### src/rtl/pattern_scan_pkg.sv
// pattern_scan_pkg: shared state encodings for the pattern scan scheduler and its detector.
package pattern_scan_pkg;
    typedef enum logic [1:0] {IDLE, SHIFT, DONE} ctrl_t;
    typedef enum logic [2:0] {S0, S1, S2, S3, S4, S5, S6, S7} det_t;
endpackage

### src/rtl/pattern_scan_scheduler_if.sv
// pattern_scan_scheduler_if: request/response bus between requesters, consumer and the scheduler.
interface pattern_scan_scheduler_if #(
    parameter int NUM_REQ = 4,
    parameter int WORD_W  = 16,
    parameter int ID_W    = $clog2(NUM_REQ),
    parameter int CNT_W   = $clog2(WORD_W + 1)
);
    logic [NUM_REQ-1:0]        req_valid;
    logic [NUM_REQ*WORD_W-1:0] req_data;
    logic [NUM_REQ-1:0]        req_ready;
    logic                      rsp_valid;
    logic                      rsp_ready;
    logic [ID_W-1:0]           rsp_id;
    logic [CNT_W-1:0]          rsp_count;
    logic                      rsp_halted;
    logic [CNT_W-1:0]          rsp_bits_used;
    logic                      busy;
    modport master (
        output req_valid, req_data, rsp_ready,
        input  req_ready, rsp_valid, rsp_id, rsp_count, rsp_halted, rsp_bits_used, busy
    );
    modport slave (
        input  req_valid, req_data, rsp_ready,
        output req_ready, rsp_valid, rsp_id, rsp_count, rsp_halted, rsp_bits_used, busy
    );
endinterface

### src/rtl/serial_pattern_fsm.sv
// serial_pattern_fsm: 8-state serial detector counting 1101 hits and halting on 1000.
module serial_pattern_fsm
    import pattern_scan_pkg::*;
(
    input  logic clk,
    input  logic rst_n,
    input  logic clr,
    input  logic bit_en,
    input  logic bit_in,
    output logic hit,
    output logic stop,
    output logic halted
);
    det_t state, nxt;
    always_ff @(posedge clk or negedge rst_n)
        if (!rst_n) state <= S0;
        else if (clr) state <= S0;
        else if (bit_en) state <= nxt;
    always_comb begin
        nxt = state;
        case (state)
            S0: nxt = bit_in ? S1 : S0;
            S1: nxt = bit_in ? S2 : S5;
            S2: nxt = bit_in ? S2 : S3;
            S3: nxt = bit_in ? S4 : S6;
            S4: nxt = bit_in ? S2 : S5;
            S5: nxt = bit_in ? S1 : S6;
            S6: nxt = bit_in ? S1 : S7;
            default: nxt = S7;
        endcase
    end
    assign hit    = bit_en & (nxt == S4);
    assign stop   = bit_en & (nxt == S7);
    assign halted = state == S7;
endmodule

### src/rtl/pattern_scan_scheduler.sv
// pattern_scan_scheduler: round-robin shares one serial 1101/1000 detector between NUM_REQ requesters.
module pattern_scan_scheduler
    import pattern_scan_pkg::*;
#(
    parameter int NUM_REQ = 4,
    parameter int WORD_W  = 16
) (
    input logic clk,
    input logic rst_n,
    pattern_scan_scheduler_if.slave bus
);
    localparam int ID_W  = $clog2(NUM_REQ);
    localparam int CNT_W = $clog2(WORD_W + 1);
    ctrl_t             state, nxt;
    logic [ID_W-1:0]   ptr, gnt, id;
    logic              found, hit, stop, halted, take;
    logic [WORD_W-1:0] shreg;
    logic [CNT_W-1:0]  count, bits;
    // Scan downwards so the first valid index at or after ptr is the one kept.
    always_comb begin
        found = 1'b0;
        gnt   = ptr;
        for (int i = NUM_REQ - 1; i >= 0; i--)
            if (bus.req_valid[(int'(ptr) + i) % NUM_REQ]) begin
                found = 1'b1;
                gnt   = ID_W'((int'(ptr) + i) % NUM_REQ);
            end
    end
    assign take = (state == IDLE) && found;
    always_comb begin
        bus.req_ready = '0;
        if (take) bus.req_ready[gnt] = 1'b1;
    end
    always_comb begin
        nxt = state;
        case (state)
            IDLE:    nxt = found ? SHIFT : IDLE;
            SHIFT:   nxt = (stop || bits == CNT_W'(WORD_W - 1)) ? DONE : SHIFT;
            default: nxt = bus.rsp_ready ? IDLE : DONE;
        endcase
    end
    always_ff @(posedge clk or negedge rst_n)
        if (!rst_n) begin
            state <= IDLE;
            ptr   <= '0;
            id    <= '0;
            shreg <= '0;
            count <= '0;
            bits  <= '0;
        end else begin
            state <= nxt;
            if (take) begin
                shreg <= bus.req_data[gnt*WORD_W +: WORD_W];
                id    <= gnt;
                count <= '0;
                bits  <= '0;
                ptr   <= (gnt == ID_W'(NUM_REQ - 1)) ? '0 : gnt + ID_W'(1);
            end else if (state == SHIFT) begin
                shreg <= {shreg[WORD_W-2:0], 1'b0};
                bits  <= bits + CNT_W'(1);
                count <= count + CNT_W'(hit);
            end
        end
    serial_pattern_fsm u_det (
        .clk    (clk),
        .rst_n  (rst_n),
        .clr    (take),
        .bit_en (state == SHIFT),
        .bit_in (shreg[WORD_W-1]),
        .hit    (hit),
        .stop   (stop),
        .halted (halted)
    );
    assign bus.rsp_valid     = state == DONE;
    assign bus.rsp_id        = id;
    assign bus.rsp_count     = count;
    assign bus.rsp_halted    = halted;
    assign bus.rsp_bits_used = bits;
    assign bus.busy          = state != IDLE;
endmodule

### src/flat_wrapper.sv
// flat-port wrapper written by rule: the top's interface ports become plain ports
module pattern_scan_scheduler_flat import pattern_scan_pkg::*;
#(
    parameter int NUM_REQ = 4,
    parameter int WORD_W  = 16
)
  (clk, rst_n, bus_req_valid, bus_req_data, bus_rsp_ready, bus_req_ready, bus_rsp_valid, bus_rsp_id, bus_rsp_count, bus_rsp_halted, bus_rsp_bits_used, bus_busy);
  pattern_scan_scheduler_if #(.NUM_REQ(NUM_REQ), .WORD_W(WORD_W)) bus_i ();
  input logic clk;
  input logic rst_n;
  input wire logic [$bits(bus_i.req_valid)-1:0] bus_req_valid;
  input wire logic [$bits(bus_i.req_data)-1:0] bus_req_data;
  input wire logic [$bits(bus_i.rsp_ready)-1:0] bus_rsp_ready;
  output wire logic [$bits(bus_i.req_ready)-1:0] bus_req_ready;
  output wire logic [$bits(bus_i.rsp_valid)-1:0] bus_rsp_valid;
  output wire logic [$bits(bus_i.rsp_id)-1:0] bus_rsp_id;
  output wire logic [$bits(bus_i.rsp_count)-1:0] bus_rsp_count;
  output wire logic [$bits(bus_i.rsp_halted)-1:0] bus_rsp_halted;
  output wire logic [$bits(bus_i.rsp_bits_used)-1:0] bus_rsp_bits_used;
  output wire logic [$bits(bus_i.busy)-1:0] bus_busy;
  assign bus_i.req_valid = bus_req_valid;
  assign bus_i.req_data = bus_req_data;
  assign bus_i.rsp_ready = bus_rsp_ready;
  assign bus_req_ready = bus_i.req_ready;
  assign bus_rsp_valid = bus_i.rsp_valid;
  assign bus_rsp_id = bus_i.rsp_id;
  assign bus_rsp_count = bus_i.rsp_count;
  assign bus_rsp_halted = bus_i.rsp_halted;
  assign bus_rsp_bits_used = bus_i.rsp_bits_used;
  assign bus_busy = bus_i.busy;
  pattern_scan_scheduler #(.NUM_REQ(NUM_REQ), .WORD_W(WORD_W)) u_core (.clk(clk), .rst_n(rst_n), .bus(bus_i));
endmodule
### config.mk
export PLATFORM = sky130hd
export DESIGN_NAME = pattern_scan_scheduler_flat
export DESIGN_NICKNAME = d
export VERILOG_FILES = /design/src/rtl/pattern_scan_pkg.sv /design/src/rtl/pattern_scan_scheduler_if.sv /design/src/rtl/serial_pattern_fsm.sv /design/src/rtl/pattern_scan_scheduler.sv /design/src/flat_wrapper.sv
export SDC_FILE = /design/constraint.sdc
export NUM_CORES = 1
export LEC_CHECK = 0
export CAP_MARGIN = 20
export CELL_PAD_IN_SITES_DETAIL_PLACEMENT = 2
export CELL_PAD_IN_SITES_GLOBAL_PLACEMENT = 2
export CORE_AREA = 2 2 101 103
export CTS_BUF_LIST = sky130_fd_sc_hd__clkbuf_8
export DETAILED_ROUTE_END_ITERATION = 16
export DIE_AREA = 0 0 103 105
export PLACE_DENSITY_LB_ADDON = 0.1
export SLEW_MARGIN = 20
export SYNTH_ARGS = -nofsm -noshare
export SYNTH_HDL_FRONTEND = slang
export SYNTH_SLANG_ARGS = --single-unit
### constraint.sdc
create_clock -name clk -period 2.9 [get_ports clk]
set_input_delay 0.58 -clock clk [delete_from_list [all_inputs] [get_ports clk]]
set_output_delay 0.58 -clock clk [all_outputs]
set_load 0.005 [all_outputs]
==> qor.yml <==
synth_nets: 376
antenna_cells: 0
r2r-end: "u_core.shreg[13]"
synth_enable_flop_cells: 0
cts_tree: "built"
dieArea_sq_mm: 0.0108
die_width_microns: 103
ctsHtreeMaxLevel: 2
path_clk_slew_ns: 0.07
startpoint_type: "primary input"
finalCoreUtilization_pct: 38.4
root_buffer: "clkbuf_8"
relSlewSlack_pct: 44.0
fin_crit_sh_pct: 96.1
reg2reg_depth: 7
antenna_left: 0
grtUsageTotal_pct: 17.4
hold_viol_final: 0
synth_area_sq_mm: 0.00247
wl_per_cell_microns: 17.0
place_area_sq_mm: 0.00356
synthArstFlopShare_pct: 100
place_inst: 516
grt_pass1_wl_microns: 14900
drv_cap: 0
clock.fmax_mhz: 359
place_ws_ns: -0.401
final_common_cell: "clkdlybuf4s50_1"
hold_path_class: "in2async"
vias: 2670
final_area_sq_mm: 0.00370
layout-drive-gt1-share_pct: 13.2
p_per_area_mw_per_mm2: 905
syn-instance-count: 297
status: "finished clean"
ff2ff_setup_slack_ns: 0.66
final_cells: 527
grt_pass1_vias: 2869
numClockSinks: 35
fillCellCount: 1129
r2r_start: "u_core.ptr[1]"
worstSetupEndpointType: "primary output"
cts_buffers: 5
setup-violations-final: 0
syn_to_final_growth_pct: 49.9
grt_max_degree: 36
antenna_found_initial: 0
synth_area_per_cell_sq_um: 8.30
ys_seq_elements: 35
fin_nets: 472
fin_skew_ns: 0.00700
most-common-layout-cells: "clkdlybuf4s50_1, a211oi_1, dfrtp_1"
grt.overflow.total: 0
drt_iter0_drc: 46
ys.flop_type: "dfrtp_1"
avgViaCountPerCell: 5.07
ios: 90
die_h_microns: 105
ys.warnings.count: 0
place_congestion: 0.718
path_max_fanout: 5
num_rows: 36
peakVddDrop_mv: 0.301
worst_ep_required_time_ns: 2.32
drt_pass1_iterations: 4
power_leakage_nw: 1.52
cts_buffer_depth: 2
io_buffers: 89
yosysUniqueCellTypes: 44
p_total_mw: 3.34
worst_pin_slew_ns: 0.840
clk_latency_ns: 0.29
layout_min_cycle_time_ns: 2.79
start_util_pct: 25.6
worstPathArrival_ns: 2.21
slew_violations: 0
core_sq_mm: 0.00964
critPathKind: "in2out"
ctsHoldBuffers: 0
worst_slack_ns: 0.113
post-dp-hpwl_microns: 6720
drcViolationCount: 0
totalWireLength_microns: 8950
rsz0062_at_grt: "false"
seq_area_frac_synth_pct: 35.5
cells by family after synthesis:
| family | count (synthesis) | share of synthesized area (%) |
|---|---|---|
| buffers and inverters | 47 | 8.52 |
| AOI/OAI and AO/OA | 90 | 26.1 |
| DFF | 35 | 35.5 |
| xor gates and xnor gates | 5 | 1.78 |
| muxes | 2 | 0.812 |
| adders and majority gates | 8 | 4.06 |
| and+or+nand+nor | 110 | 23.2 |
worst max-delay path by stage:
stage,from,end,cells after the start
final,bus_req_valid[2],bus_req_ready[2],9
after global routing,bus_req_valid[2],bus_req_ready[2],9
after global placement,bus_req_valid[3],bus_req_ready[1],8
after CTS,bus_req_valid[0],bus_req_ready[0],9
after detailed placement,bus_req_valid[3],bus_req_ready[1],8
after floorplan,bus_req_valid[2],bus_req_ready[2],7
per-stage QoR:
step	hold WS, ns	setup TNS (ns)
CTS	0.422	0
detailed placement	0.480	-1.51
global placement	0.467	-1.23
finish	0.384	0
global route	0.455	0
floorplan	0.284	0
state kept, by name, summed over array words and instances, names as in the netlist:
| register | cells |
|---|---|
| u_core.state | 2 |
| u_core.shreg | 16 |
| u_core.bus.rsp_count | 5 |
| u_core.bus.rsp_id | 2 |
| u_core.bus.rsp_bits_used | 5 |
| u_core.ptr | 2 |
| u_core.u_det.state | 3 |
cell usage after synthesis, types with 2 or more instances:
| library cell | instances | area share [%] |
|---|---|---|
| nor4_1 | 12 | 3.0 |
| nand3_1 | 10 | 2.0 |
| nor3_1 | 14 | 2.8 |
| a21oi_1 | 7 | 1.4 |
| o21ai_0 | 24 | 4.9 |
| and2_1 | 5 | 1.3 |
| buf_2 | 6 | 1.2 |
| ha_1 | 8 | 4.1 |
| nand2_1 | 31 | 4.7 |
| buf_6 | 2 | 0.91 |
| xor2_1 | 5 | 1.8 |
| dfrtp_1 | 35 | 36 |
| clkbuf_1 | 11 | 1.7 |
| mux2i_1 | 2 | 0.81 |
| a21o_1 | 2 | 0.61 |
| nor2_1 | 9 | 1.4 |
| and3_1 | 6 | 1.5 |
| buf_4 | 3 | 0.91 |
| inv_1 | 22 | 3.3 |
| a211oi_2 | 5 | 2.5 |
| a211oi_1 | 43 | 13 |
| or3_1 | 10 | 2.5 |
| nor2b_1 | 4 | 1.0 |
layer usage:
layer	global-route usage, %	share of wire, %	wire [microns]
met5	0	0	0
met4	3.10	0.61	55
met3	2.81	4.1	364
met2	30.6	51	4600
met1	22.5	44	3930
what timing repair did:
item / CTS / global route
resized for setup: 16 / 4
pin swaps: 2 / 2
endpoints found under the setup margin: 4 / 4
setup buffers: 3 / 0
cloned: 0 / 0
final cells by class:
cell class	instances	area, sq um	share of cell area [%]
Multi-Input combinational cell	215	1400	37.8
Timing Repair Buffer	112	1050	28.4
Sequential cell	35	877	23.7
Tap cell	133	166	4.50
Inverter	24	90.1	2.44
Clock buffer	6	82.6	2.23
Clock inverter	2	35.0	0.948
power by group:
group / leakage, nW / total (mW) / switching, mW / internal, mW
Clock: 0.0612 / 0.471 / 0.193 / 0.278
Sequential: 0.433 / 0.948 / 0.216 / 0.731
Combinational: 1.03 / 1.93 / 1.06 / 0.865
worst max-delay path, stage by stage:
cell and delay (ns):
dlygate4sd2_1 0.25, buf_4 0.15, nor3b_1 0.23, o22ai_2 0.15, a21oi_4 0.20, inv_2 0.07, ha_1 0.18, and2_1 0.14
dlygate4sd2_1 0.26
No activity file was read; power rests on OpenSTA's default activity.
